### config.mk
export PLATFORM = sky130hd
export DESIGN_NAME = mmc_bus_arbiter
export DESIGN_NICKNAME = d
export VERILOG_FILES = /design/src/rtl/mmc_bus_arbiter_pkg.sv /design/src/rtl/mmc_req_slot.sv /design/src/rtl/mmc_bus_arbiter.sv
export SDC_FILE = /design/constraint.sdc
export NUM_CORES = 1
export LEC_CHECK = 0
export ABC_CLOCK_PERIOD_IN_PS = 6650
export BUFFER_PORTS_ARGS = -buffer_cell sky130_fd_sc_hd__clkbuf_2
export CAP_MARGIN = 10
export CORE_ASPECT_RATIO = 1.25
export CORE_MARGIN = 2
export CORE_UTILIZATION = 47
export CTS_CLUSTER_DIAMETER = 80
export CTS_CLUSTER_SIZE = 24
export DETAILED_ROUTE_END_ITERATION = 10
export GPL_TIMING_DRIVEN = 0
export PLACE_DENSITY = 0.81
export SYNTH_ARGS = -nofsm -noshare
export SYNTH_HDL_FRONTEND = slang
export SYNTH_SLANG_ARGS = --single-unit
export TNS_END_PERCENT = 50
### constraint.sdc
create_clock -name system1000 -period 6.65 [get_ports system1000]
set_input_delay 0.3325 -clock system1000 [delete_from_list [all_inputs] [get_ports system1000]]
set_output_delay 0.3325 -clock system1000 [all_outputs]
set_load 0.02 [all_outputs]
### src/rtl/mmc_bus_arbiter_pkg.sv
// Shared types and widths for the two-requester matrix-multiply bus arbiter.
// Holds the FSM state encoding and the pending-request record.
package mmc_bus_arbiter_pkg;

  localparam int ADDR_W = 32;
  localparam int DATA_W = 32;
  localparam int SEL_W  = 4;
  localparam int CNT_W  = 16;

  typedef enum logic [1:0] {
    ST_IDLE  = 2'd0,
    ST_ISSUE = 2'd1,
    ST_WAIT  = 2'd2,
    ST_RESP  = 2'd3
  } state_t;

  typedef struct packed {
    logic [ADDR_W-1:0] addr;
    logic [DATA_W-1:0] wdata;
    logic [SEL_W-1:0]  sel;
    logic              we;
  } slot_t;

endpackage

### src/rtl/mmc_req_slot.sv
// One requester port: single pending slot, illegal-pulse error and sticky overflow.
// o_slot/o_valid include the request arriving this cycle so IDLE can grant it at once.
module mmc_req_slot
  import mmc_bus_arbiter_pkg::*;
(
  input  logic              i_clk,
  input  logic              i_rst,
  input  logic [ADDR_W-1:0] i_addr,
  input  logic [DATA_W-1:0] i_wdata,
  input  logic [SEL_W-1:0]  i_sel,
  input  logic              i_wen,
  input  logic              i_ren,
  input  logic              i_clr,
  output slot_t             o_slot,
  output logic              o_valid,
  output logic              o_ill_err,
  output logic              o_ovf
);

  logic  r_full;
  logic  r_ill_err;
  logic  r_ovf;
  slot_t r_slot;

  logic  w_pulse;
  logic  w_ill;
  logic  w_load;
  slot_t w_in;

  always_comb begin
    w_in       = '0;
    w_in.addr  = i_addr;
    w_in.wdata = i_wdata;
    w_in.sel   = i_sel;
    w_in.we    = i_wen;
  end

  assign w_pulse = i_wen ^ i_ren;
  assign w_ill   = i_wen & i_ren;
  // Clearing in RESP frees the slot on the same edge a new pulse may load it.
  assign w_load  = w_pulse & (~r_full | i_clr);

  always_ff @(posedge i_clk) begin
    if (i_rst) begin
      r_full    <= 1'b0;
      r_ill_err <= 1'b0;
      r_ovf     <= 1'b0;
    end else begin
      r_ill_err <= w_ill;
      if (w_load)
        r_full <= 1'b1;
      else if (i_clr)
        r_full <= 1'b0;
      if (w_pulse && r_full && !i_clr)
        r_ovf <= 1'b1;
    end
  end

  always_ff @(posedge i_clk) begin
    if (w_load)
      r_slot <= w_in;
  end

  assign o_valid   = r_full | w_load;
  assign o_slot    = r_full ? r_slot : w_in;
  assign o_ill_err = r_ill_err;
  assign o_ovf     = r_ovf;

endmodule

### src/rtl/mmc_bus_arbiter.sv
// Round-robin arbiter sharing one matrix-multiply bus slave between two requesters,
// with a registered slave strobe, response capture and a wait-state timeout.
module mmc_bus_arbiter
  import mmc_bus_arbiter_pkg::*;
#(
  parameter int TIMEOUT = 255
) (
  input  logic              system1000,
  input  logic              system1000_rst,
  input  logic [ADDR_W-1:0] m0_addr_i,
  input  logic [DATA_W-1:0] m0_wdata_i,
  input  logic [SEL_W-1:0]  m0_sel_i,
  input  logic              m0_wen_i,
  input  logic              m0_ren_i,
  output logic [DATA_W-1:0] m0_rdata_o,
  output logic              m0_ack_o,
  output logic              m0_err_o,
  input  logic [ADDR_W-1:0] m1_addr_i,
  input  logic [DATA_W-1:0] m1_wdata_i,
  input  logic [SEL_W-1:0]  m1_sel_i,
  input  logic              m1_wen_i,
  input  logic              m1_ren_i,
  output logic [DATA_W-1:0] m1_rdata_o,
  output logic              m1_ack_o,
  output logic              m1_err_o,
  output logic [ADDR_W-1:0] s_addr_o,
  output logic [DATA_W-1:0] s_wdata_o,
  output logic [SEL_W-1:0]  s_sel_o,
  output logic              s_wen_o,
  output logic              s_ren_o,
  input  logic [DATA_W-1:0] s_rdata_i,
  input  logic              s_ack_i,
  input  logic              s_err_i,
  output logic              ovf_o
);

  localparam logic [CNT_W-1:0] LP_TMO_LAST = CNT_W'(TIMEOUT - 1);

  state_t            r_state;
  logic              r_grant;
  logic              r_last;
  logic [CNT_W-1:0]  r_cnt;
  logic              r_rsp_err;
  logic [DATA_W-1:0] r_rdata;
  logic [ADDR_W-1:0] r_s_addr;
  logic [DATA_W-1:0] r_s_wdata;
  logic [SEL_W-1:0]  r_s_sel;
  logic              r_s_wen;
  logic              r_s_ren;

  slot_t w_slot0, w_slot1, w_gslot;
  logic  w_v0, w_v1, w_pick;
  logic  w_ill0, w_ill1, w_ovf0, w_ovf1;
  logic  w_resp, w_clr0, w_clr1;

  assign w_resp = (r_state == ST_RESP);
  assign w_clr0 = w_resp & ~r_grant;
  assign w_clr1 = w_resp &  r_grant;

  mmc_req_slot u_slot0 (
    .i_clk(system1000), .i_rst(system1000_rst),
    .i_addr(m0_addr_i), .i_wdata(m0_wdata_i), .i_sel(m0_sel_i),
    .i_wen(m0_wen_i), .i_ren(m0_ren_i), .i_clr(w_clr0),
    .o_slot(w_slot0), .o_valid(w_v0), .o_ill_err(w_ill0), .o_ovf(w_ovf0)
  );

  mmc_req_slot u_slot1 (
    .i_clk(system1000), .i_rst(system1000_rst),
    .i_addr(m1_addr_i), .i_wdata(m1_wdata_i), .i_sel(m1_sel_i),
    .i_wen(m1_wen_i), .i_ren(m1_ren_i), .i_clr(w_clr1),
    .o_slot(w_slot1), .o_valid(w_v1), .o_ill_err(w_ill1), .o_ovf(w_ovf1)
  );

  // Contention goes to the port that did not win last time.
  assign w_pick  = (w_v0 && w_v1) ? ~r_last : w_v1;
  assign w_gslot = w_pick ? w_slot1 : w_slot0;

  always_ff @(posedge system1000) begin
    if (system1000_rst) begin
      r_state   <= ST_IDLE;
      r_grant   <= 1'b0;
      r_last    <= 1'b1;
      r_cnt     <= '0;
      r_rsp_err <= 1'b0;
      r_rdata   <= '0;
      r_s_addr  <= '0;
      r_s_wdata <= '0;
      r_s_sel   <= '0;
      r_s_wen   <= 1'b0;
      r_s_ren   <= 1'b0;
    end else begin
      r_s_wen <= 1'b0;
      r_s_ren <= 1'b0;
      case (r_state)
        ST_IDLE: begin
          if (w_v0 || w_v1) begin
            r_grant   <= w_pick;
            r_last    <= w_pick;
            r_s_addr  <= w_gslot.addr;
            r_s_wdata <= w_gslot.wdata;
            r_s_sel   <= w_gslot.sel;
            r_s_wen   <= w_gslot.we;
            r_s_ren   <= ~w_gslot.we;
            r_state   <= ST_ISSUE;
          end
        end
        ST_ISSUE: begin
          r_cnt <= '0;
          if (s_ack_i || s_err_i) begin
            r_rsp_err <= s_err_i;
            r_rdata   <= s_rdata_i;
            r_state   <= ST_RESP;
          end else begin
            r_state <= ST_WAIT;
          end
        end
        ST_WAIT: begin
          if (s_ack_i || s_err_i) begin
            r_rsp_err <= s_err_i;
            r_rdata   <= s_rdata_i;
            r_state   <= ST_RESP;
          end else if (r_cnt == LP_TMO_LAST) begin
            r_rsp_err <= 1'b1;
            r_rdata   <= '0;
            r_state   <= ST_RESP;
          end else begin
            r_cnt <= r_cnt + 1'b1;
          end
        end
        default: r_state <= ST_IDLE;
      endcase
    end
  end

  assign m0_ack_o   = w_clr0 & ~r_rsp_err;
  assign m1_ack_o   = w_clr1 & ~r_rsp_err;
  assign m0_err_o   = (w_clr0 & r_rsp_err) | w_ill0;
  assign m1_err_o   = (w_clr1 & r_rsp_err) | w_ill1;
  assign m0_rdata_o = m0_ack_o ? r_rdata : '0;
  assign m1_rdata_o = m1_ack_o ? r_rdata : '0;

  assign s_addr_o  = r_s_addr;
  assign s_wdata_o = r_s_wdata;
  assign s_sel_o   = r_s_sel;
  assign s_wen_o   = r_s_wen;
  assign s_ren_o   = r_s_ren;
  assign ovf_o     = w_ovf0 | w_ovf1;

endmodule

==> key figures, run 1 <==
STA
  – Fin crit period: 2.85 ns
  – Final WS setup: 3.80 ns
  – RSZ-0062 raised after global routing: no
  – Peak Freq: 351 MHz
  – Final hold violations: 0
  – Hold Slack: 0.0196 ns
  – Slew HR: 21.9%
  – Final Max Slew Viols: 0
  – Setup Skew: 0.0169 ns
  – Endpoints failing setup: 0
  – Worst slew pin tran: 1.16 ns
  – Final period utilization: 42.9%

Worst setup path
  – Critical R2R Launch: u_slot1.r_full
  – CP top delay family: simple AND/OR/NAND/NOR gates
  – Crit path DAT: 2.52 ns
  – Max Fanout on Critical Path: 10
  – Reg-to-reg slack, setup: 3.94 ns
  – Crit path largest cell delay: 0.40 ns
  – Critical path class: flop to primary output
  – Endpoint class of the critical path: primary output
  – Slowest stage cell, crit path: dfxtp_1
  – Crit path buf inv count: 2
  – CP required: 6.32 ns
  – Startpoint types: flop
  – Cell chain of the critical path: ha_1 -> nand2_1 -> nor2_1 -> clkbuf_1 -> and2_1 -> clkbuf_2
  – CP startpoint: r_state[0]

Clock tree
  – Total CTS buffers: 15
  – Setup bufs post-CTS: 0
  – Clock Sinks: 267
  – Clock transition at path regs: 0.10 ns
  – CTS tree: done
  – Root buf cell: clkbuf_16
  – Gates resized, CTS repair: 0
  – Htree depth: 1
  – Hold buffer count at cts: 0
  – Max Buffers Root-to-Sink: 3
  – Clk_lat worst skew: 0.50 ns

Logic synthesis
  – Ys flop type: edfxtp_1
  – Post-Synthesis Cell Area: 11,400 um^2
  – Netlist cell types: 52
  – Area contributors post-synth: edfxtp_1 37%, dfxtp_1 23%, mux2_2 14%
  – Post-synth top area cell: edfxtp_1
  – Most frequent cell after synthesis: edfxtp_1
  – Fraction of registers with async set/reset: 0%
  – Yosys top cell area share: 36.5%
  – Syn Area/Cell: 12.4 um^2
  – Yosys warning total: 0
  – Post-synth EDFFs: 138
  – Sequential-to-total area share from yosys stat: 59.3%
  – Synth cell count leaders: 138 x edfxtp_1, 137 x mux2_2, 129 x dfxtp_1, 88 x nor2_1, 71 x a211oi_1
  – Post-Syn Instances: 919
  – Synth Register Bits: 267
  – Post-Syn Nets: 1,104

Drt
  – DR pass1 iterations: 5
  – Via-per-instance ratio: 5.52
  – Wire length on met3: 2440 um
  – DRT met1 WL: 12,100 um
  – Final wirelength: 31,100 um
  – DR vias: 8,772
  – Initial DRC count: 541
  – Routed Antenna Nets: 0
  – Metal2 WL: 15,100 um
  – DRC viols: 0
  – Top sig layer: met5
  – WL/cell: 19.6 um

Floorplan
  – Ports: 315
  – Die width: 143 um
  – Die Height: 178 um
  – Core Region: 23,700 um^2
  – Die area: 25,400 um^2
  – Row count: 63
  – Initial Utilization: 47.8%

Layout
  – Share of layout cells above drive strength 1: 39.1%
  – Final nets: 1,441
  – Sequential cell area: 6730 um^2
  – Layout area overhead: 22.7%
  – Fill cells: 1,954
  – Layout Cell Area excl Fill: 13,900 um^2
  – Multi-input gate area: 4320 um^2

Pwr
  – LEAKAGE: 5.60 nW
  – PwrDens: 365 nW/um^2
  – Max VDD drop: 0.000367 V

Placement
  – Port Buf Inserts: 314
  – Pre-CTS setup slack: 3.66 ns
  – Placed inst area: 13,500 um^2
  – Detail Placement HPWL: 22,900 um
  – GP Congestion: 0.824

Run status
  – Status: completed

Global routing
  – Global-route wire length before repair: 46,700 um
  – Overflow after GRT: 0
  – Number of global-route vias before repair: 8,735
  – Largest net degree at the start of global routing: 27
  – Total track usage: 23.5%
  – Antenna violations before repair: 3

Worst hold path
  – Min-Delay Startpoint: m1_addr_i[19]
  – Hold WC Path Type: input port to flop

Job
  – Max cap viols: 0
==> layout make-up <==
class,instances,share of cell area (%)
antenna,1,0.0180
clock buffer,23,2.91
sequential,267,48.3
buffer,73,2.17
timing repair buffer,320,12.3
clock inverter,2,0.198
multi-input combinational,573,31.0
tap,325,2.92
inverter,6,0.162
==> final timing paths <==
check                            end  cells past startpoint
setup reg to reg       s_wdata_o[29]                      5
setup / recovery       m1_rdata_o[6]                      6
hold reg to reg        u_slot0.o_ovf                      2
hold / removal    u_slot1.r_slot[56]                      1
==> metal layers <==
layer | up-vias | track usage [%]
met3 | 78 | 5.48
li1 | 4141 | -
met5 | - | 0
met1 | 4177 | 27.6
met2 | 374 | 40.5
met4 | 2 | 11.0
==> state kept, by name, indices dropped and copies added (netlist names), 2 cells and up <==
signal,cells
s_addr_o,32
s_sel_o,4
s_wdata_o,32
u_slot0.r_slot,69
r_cnt,16
r_rdata,32
u_slot1.r_slot,69
r_state,2
==> power by group <==
| group | switching, W | internal (W) | total [W] |
|---|---|---|---|
| logic | 0.00119 | 0.000639 | 0.00183 |
| clock network | 0.000535 | 0.000434 | 0.000969 |
| registers | 0.000185 | 0.00211 | 0.00229 |
| total | 0.00191 | 0.00318 | 0.00509 |
==> layout by cell type (no fill, tap or decap), types with 15 or more instances in the layout <==
cell type	synthesis	layout
o22ai_1	69	69
dfxtp_1	129	129
and2_1	64	64
a22o_1	32	32
clkbuf_2	0	314
edfxtp_1	138	138
mux2_2	137	137
clkbuf_16	0	15
a211oi_1	71	71
nor2_1	88	88
clkbuf_1	56	64
==> cells by family after synthesis <==
logic type,Yosys count,synth area share [%]
AND/OR/NAND/NOR,207,9.29
multiplexers,140,13.9
XOR/XNOR,4,0.309
buffers and inverters,79,2.87
adder cells (fa/ha/maj),9,0.992
AO/OA/AOI/OAI,213,13.4
flip-flops,267,59.3
==> per-stage QoR <==
step / power [W] / utilization [%] / setup TNS, ns / instances
floorplan: 0.00347 / - / 0 / 919
global placement: 0.00409 / 56.2 / -477.35 / 1558
detailed placement: 0.00414 / 56.9 / 0 / 1564
CTS: 0.00512 / 58.7 / 0 / 1589
global route: 0.00536 / 58.7 / 0 / 1590
finish: 0.00509 / 58.7 / 0 / 1590
Power figures use the tool's default switching activity.
==> inputs of run 2 (changes only) <==
Settings changed: ABC_CLOCK_PERIOD_IN_PS 6650 to 2300.
Clock period 6.65 ns to 2.3 ns, I/O delays scaled along.
==> run 2 against run 1 <==
  * Critical path depth fell by 2
  * Clock skew rose by 0.0086 ns
  * Non-clock buffer count rose by 172
==> key figures, run 2 (synthesized netlist as in run 1, its figures left out) <==
STA
  – Fin crit period: 2.23 ns
  – Final period utilization: 96.8%
  – Final setup TNS: 0 ns
  – Setup Skew: 0.0255 ns
  – Final hold violations: 0
  – Worst slew pin tran: 0.994 ns
  – Peak Freq: 449 MHz
  – Slew HR: 33.5%
  – Final WS setup: 0.0734 ns
  – Final Max Slew Viols: 0
  – Endpoints failing setup: 0
  – RSZ-0062 raised after global routing: no

Floorplan
  – Initial Utilization: 47.8%
  – Die area: 25,400 um^2
  – Ports: 315
  – Core Region: 23,700 um^2
  – Row count: 63
  – Die Height: 178 um
  – Die width: 143 um

Global routing
  – Total track usage: 27.2%
  – GR peak layer: met2
  – Global-route wire length before repair: 54,200 um
  – Met2 Use GR: 47.4%
  – Number of global-route vias before repair: 10,100
  – Antenna violations before repair: 4
  – Largest net degree at the start of global routing: 26
  – Met3 Use GR: 5.15%
  – Met1 GRT Util: 31.1%
  – Overflow after GRT: 0

Drt
  – WL/cell: 20.2 um
  – Initial DRC count: 502
  – Via-per-instance ratio: 5.56
  – DR pass1 iterations: 5
  – Routed Antenna Nets: 0
  – DRC viols: 0
  – Final wirelength: 35,500 um
  – DR vias: 9,805

Clock tree
  – Clock Sinks: 267
  – Total CTS buffers: 15
  – Root buf cell: clkbuf_16
  – Htree depth: 1
  – Clk_lat worst skew: 0.49 ns
  – Max Buffers Root-to-Sink: 3
  – Clock transition at path regs: 0.10 ns
  – CTS tree: done

Layout
  – Fill cells: 1,678
  – Layout area overhead: 38.6%
  – Biggest regs: u_slot0.r_slot x69, u_slot1.r_slot x69
  – Share of layout cells above drive strength 1: 36.7%
  – Utilization after layout: 66.3%
  – Commonest non-fill, non-tap cell in the layout: clkbuf_2
  – Final nets: 1,613
  – Commonest non-fill, non-tap cells in the layout: 331 x clkbuf_2, 173 x dlygate4sd3_1, 138 x edfxtp_1

Worst setup path
  – Max Fanout on Critical Path: 25
  – Slowest stage cell, crit path: a21boi_4
  – Endpoint class of the critical path: flop
  – Critical path class: flop to flop
  – Crit path largest cell delay: 0.82 ns
  – Crit path buf inv count: 1
  – CP required: 2.48 ns
  – Cell chain of the critical path: ha_2 -> nand2b_2 -> a21boi_4 -> buf_12
  – Crit path DAT: 2.41 ns
  – CP startpoint: r_state[1]
  – Critical R2R Launch: r_state[1]
  – CP top delay family: compound AO/OA/AOI/OAI gates
  – Reg-to-reg slack, setup: 0.07 ns
  – Startpoint types: flop

Pwr
  – PwrDens: 967 nW/um^2
  – Max VDD drop: 0.000711 V
  – LEAKAGE: 6.39 nW

Job
  – Max cap viols: 0

Placement
  – GP Congestion: 0.814
  – Pre-CTS setup slack: -0.529 ns
  – Port Buf Inserts: 314
  – Detail Placement HPWL: 22,900 um

Worst hold path
  – Min-Delay Startpoint: m1_wen_i
  – Hold WC Path Type: input port to flop

Run status
  – Status: completed
==> run 2: cell count changes in the layout (fill, tap and decap cells not counted), sizes merged <==
cell         delta
buf             -3
clkbuf          +1
clkinv          +2
diode           +2
dlygate4sd3   +173
inv             -1
==> run 2: area by class of cell <==
cell class / count / area [um^2] / area share (%)
Clock buffer: 22 / 402 / 2.55
Clock inverter: 3 / 30.0 / 0.191
Antenna cell: 3 / 7.51 / 0.0477
Tap cell: 325 / 407 / 2.58
Inverter: 6 / 22.5 / 0.143
Multi-Input combinational cell: 573 / 4380 / 27.9
Sequential cell: 267 / 6730 / 42.8
Timing Repair Buffer: 492 / 3400 / 21.6
Buffer: 73 / 349 / 2.22
==> run 2: path summary, 6_finish.rpt <==
check / end / cells past startpoint
worst max-delay path: u_slot0.r_slot[63] / 4
worst min-delay path: u_slot1.o_ill_err / 3
worst max register to register: u_slot0.r_slot[63] / 4
worst min register to register: u_slot1.o_ovf / 2
==> run 2: through the flow <==
| stage | cells | power, W | hold slack, ns | area [um^2] |
|---|---|---|---|---|
| floorplan | 919 | 0.0100 | 0.214 | 11400 |
| global placement | 1558 | 0.0118 | 0.306 | 13400 |
| detailed placement | 1563 | 0.0120 | 0.310 | 13500 |
| CTS | 1761 | 0.0150 | 0.0252 | 15700 |
| global route | 1764 | 0.0159 | 0.0459 | 15700 |
| finish | 1764 | 0.0152 | 0.0204 | 15700 |
==> run 2: tightest hold or removal path, delay by kind of cell <==
family	cells	cell delay [ns]
and+or+nand+nor	1	0.12
adders and majority gates	1	0.13
buffers and inverters	1	0.11
==> run 2: what timing repair did <==
| item | CTS | global route |
|---|---|---|
| hold buffers | 173 | 0 |
| setup endpoints to repair | 129 | 153 |
| buffers inserted | 0 | 0 |
| endpoints found under the hold margin | 172 | 0 |
| gates resized for setup | 15 | 41 |
| pin swaps | 0 | 0 |
==> run 2: per-layer routing <==
metal / part of all wire (%) / wire length, um
met4: 5.9 / 2110
met1: 38 / 13400
met3: 6.9 / 2470
met2: 49 / 17500
met5: 0.037 / 13
==> run 2: report_power, final <==
| part | total (W) | internal, W | switching (W) |
|---|---|---|---|
| Clock | 0.00282 | 0.00125 | 0.00157 |
| Combinational | 0.00569 | 0.00209 | 0.00360 |
| Sequential | 0.00671 | 0.00611 | 0.000599 |
==> inputs of run 3 (changes only) <==
Settings changed: ABC_AREA from default to 1, CORE_UTILIZATION 47 to 48.
==> run 3 against run 2 <==
  * Area after synthesis up 7.6%
  * Clock skew down 0.0023 ns
  * Power up 4.8%
  * Register-to-register slack better by 0.06 ns
  * Maximum frequency up 2.0%
  * Final cell count up 21%
  * Routed wire length up 10%
  * Clock power up 5%
  * Synthesized cell count up 39%
  * Largest cell class unchanged
==> key figures, run 3 <==
Clock tree
  – CTS tree: done
  – Max Buffers Root-to-Sink: 3
  – Clk_lat worst skew: 0.49 ns
  – Clock transition at path regs: 0.09 ns
  – Htree depth: 1
  – Total CTS buffers: 15
  – Clock Sinks: 267
  – Root buf cell: clkbuf_16

Placement
  – Detail Placement HPWL: 25,800 um
  – Port Buf Inserts: 313
  – Pre-CTS setup slack: -0.244 ns
  – GP Congestion: 0.894

STA
  – Final WS setup: 0.117 ns
  – Final period utilization: 94.9%
  – Peak Freq: 458 MHz
  – Final hold violations: 0
  – Slew HR: 54.8%
  – Worst slew pin tran: 0.678 ns
  – Setup Skew: 0.0231 ns
  – Endpoints failing setup: 0
  – Final Max Slew Viols: 0
  – Fin crit period: 2.18 ns
  – RSZ-0062 raised after global routing: no

Layout
  – Share of layout cells above drive strength 1: 30.0%
  – Utilization after layout: 66.1%
  – Fill cells: 1,813
  – Layout area overhead: 35.9%
  – Commonest non-fill, non-tap cells in the layout: 308 x clkbuf_2, 195 x o211ai_1, 172 x dlygate4sd3_1
  – Biggest regs: u_slot0.r_slot x69, u_slot1.r_slot x69
  – Multi-input gate area: 4500 um^2
  – Final nets: 1,969
  – Sequential cell area: 6730 um^2
  – Commonest non-fill, non-tap cell in the layout: clkbuf_2

Global routing
  – Total track usage: 28.4%
  – Number of global-route vias before repair: 11,800
  – Antenna violations before repair: 2
  – Overflow after GRT: 0
  – Largest net degree at the start of global routing: 29
  – Global-route wire length before repair: 61,300 um

Worst setup path
  – Crit path largest cell delay: 0.37 ns
  – Endpoint class of the critical path: primary output
  – Crit path DAT: 2.07 ns
  – CP top delay family: buffers and inverters
  – Startpoint types: flop
  – Crit path buf inv count: 5
  – CP required: 2.18 ns
  – Cell chain of the critical path: ha_1 -> inv_1 -> nor2_1 -> inv_1 -> nor2_4 -> inv_2 -> buf_4 -> nor2_2 -> buf_4
  – Critical path class: flop to primary output
  – Max Fanout on Critical Path: 10
  – Reg-to-reg slack, setup: 0.13 ns
  – Slowest stage cell, crit path: dfxtp_2

Logic synthesis
  – Netlist cell types: 31
  – Post-Syn Nets: 1,458
  – Synth cell count leaders: 195 x o211ai_1, 138 x edfxtp_1, 129 x dfxtp_1, 125 x inv_1, 122 x nor2_1
  – Fraction of registers with async set/reset: 0%
  – Post-synth top area cell: edfxtp_1
  – Yosys top cell area share: 33.9%
  – Most frequent cell after synthesis: o211ai_1
  – Synth Register Bits: 267
  – Sequential-to-total area share from yosys stat: 55.0%
  – Post-Synthesis Cell Area: 12,200 um^2
  – Ys flop type: edfxtp_1
  – Post-Syn Instances: 1,273
  – Yosys warning total: 0
  – Area contributors post-synth: edfxtp_1 34%, dfxtp_1 21%, o211ai_1 12%
  – Syn Area/Cell: 9.60 um^2
  – Post-synth EDFFs: 138

Floorplan
  – Die width: 147 um
  – Core Region: 25,100 um^2
  – Die area: 26,800 um^2
  – Die Height: 182 um
  – Row count: 65
  – Ports: 315
  – Initial Utilization: 48.6%

Drt
  – Routed Antenna Nets: 0
  – WL/cell: 18.4 um
  – Via-per-instance ratio: 5.45
  – Initial DRC count: 779
  – DR pass1 iterations: 6
  – Final wirelength: 39,100 um
  – DR vias: 11,600
  – DRC viols: 0

Job
  – Max cap viols: 0

Pwr
  – Max VDD drop: 0.000508 V
  – PwrDens: 960 nW/um^2
  – LEAKAGE: 6.86 nW

Run status
  – Status: completed

Worst hold path
  – Hold WC Path Type: input port to flop
[run 3: report_power, final]
part,internal [W],switching (W)
Sequential,0.00612,0.000575
Combinational,0.00230,0.00399
Clock,0.00142,0.00155
Total,0.00983,0.00611
[run 3: cell families after synthesis]
logic type / after synthesis / synth area share, %
adders and majority gates: 9 / 0.922
DFF: 267 / 55.0
and+or+nand+nor: 494 / 19.5
xor gates and xnor gates: 2 / 0.143
AOI/OAI and AO/OA: 270 / 15.8
buffers and inverters: 231 / 8.54
[run 3: area by class of cell]
class	count	share of cell area, %
Clock inverter	3	0.384
Antenna cell	2	0.0301
Clock buffer	22	2.42
Multi-Input combinational cell	776	27.1
Tap cell	335	2.52
Inverter	141	3.20
Buffer	90	3.17
Sequential cell	267	40.5
Timing Repair Buffer	493	20.7
[run 3: stage by stage]
step | total power (W) | instance area (um^2) | instances | TNS (ns) | hold WS (ns)
6_report | 0.0159 | 16600 | 2129 | 0 | 0.0526
5_1_grt | 0.0168 | 16600 | 2129 | 0 | 0.0816
4_1_cts | 0.0158 | 16600 | 2127 | -0.506 | 0.0408
3_5_place_dp | 0.0126 | 14300 | 1925 | -16.96 | 0.311
3_3_place_gp | 0.0124 | 14200 | 1921 | -206.88 | 0.310
2_1_floorplan | 0.0106 | 12200 | 1273 | -51.53 | 0.214
[run 3: layer usage]
layer / GRT usage [%] / wire (um)
met1: 32.7 / 14700
met2: 51.6 / 19700
met3: 4.32 / 2780
met4: 13.4 / 1950
met5: 0 / 0
[run 3: path summary, 6_finish.rpt]
| check | start | to | cells after the start |
|---|---|---|---|
| worst max-delay path | r_state[0] | m0_rdata_o[2] | 9 |
| worst min-delay path | s_ack_i | r_rsp_err | 4 |
| worst max register to register | u_slot1.r_full | u_slot1.r_slot[9] | 7 |
| worst min register to register | r_rdata[29] | r_rdata[29] | 2 |
[run 3: repair_timing]
item                                   4_1_cts  5_1_grt
pin swaps                                    2        0
setup endpoints to repair                  165      118
cloned                                       1        0
hold buffers                               172        0
resized for setup                           10       32
endpoints found under the hold margin      174        0
setup buffers                                4        0
[run 3: worst min-delay path: stages]
cell and delay, ns:
clkbuf_2 0.09, o21bai_1 0.06, o21ai_0 0.16, a21oi_1 0.06
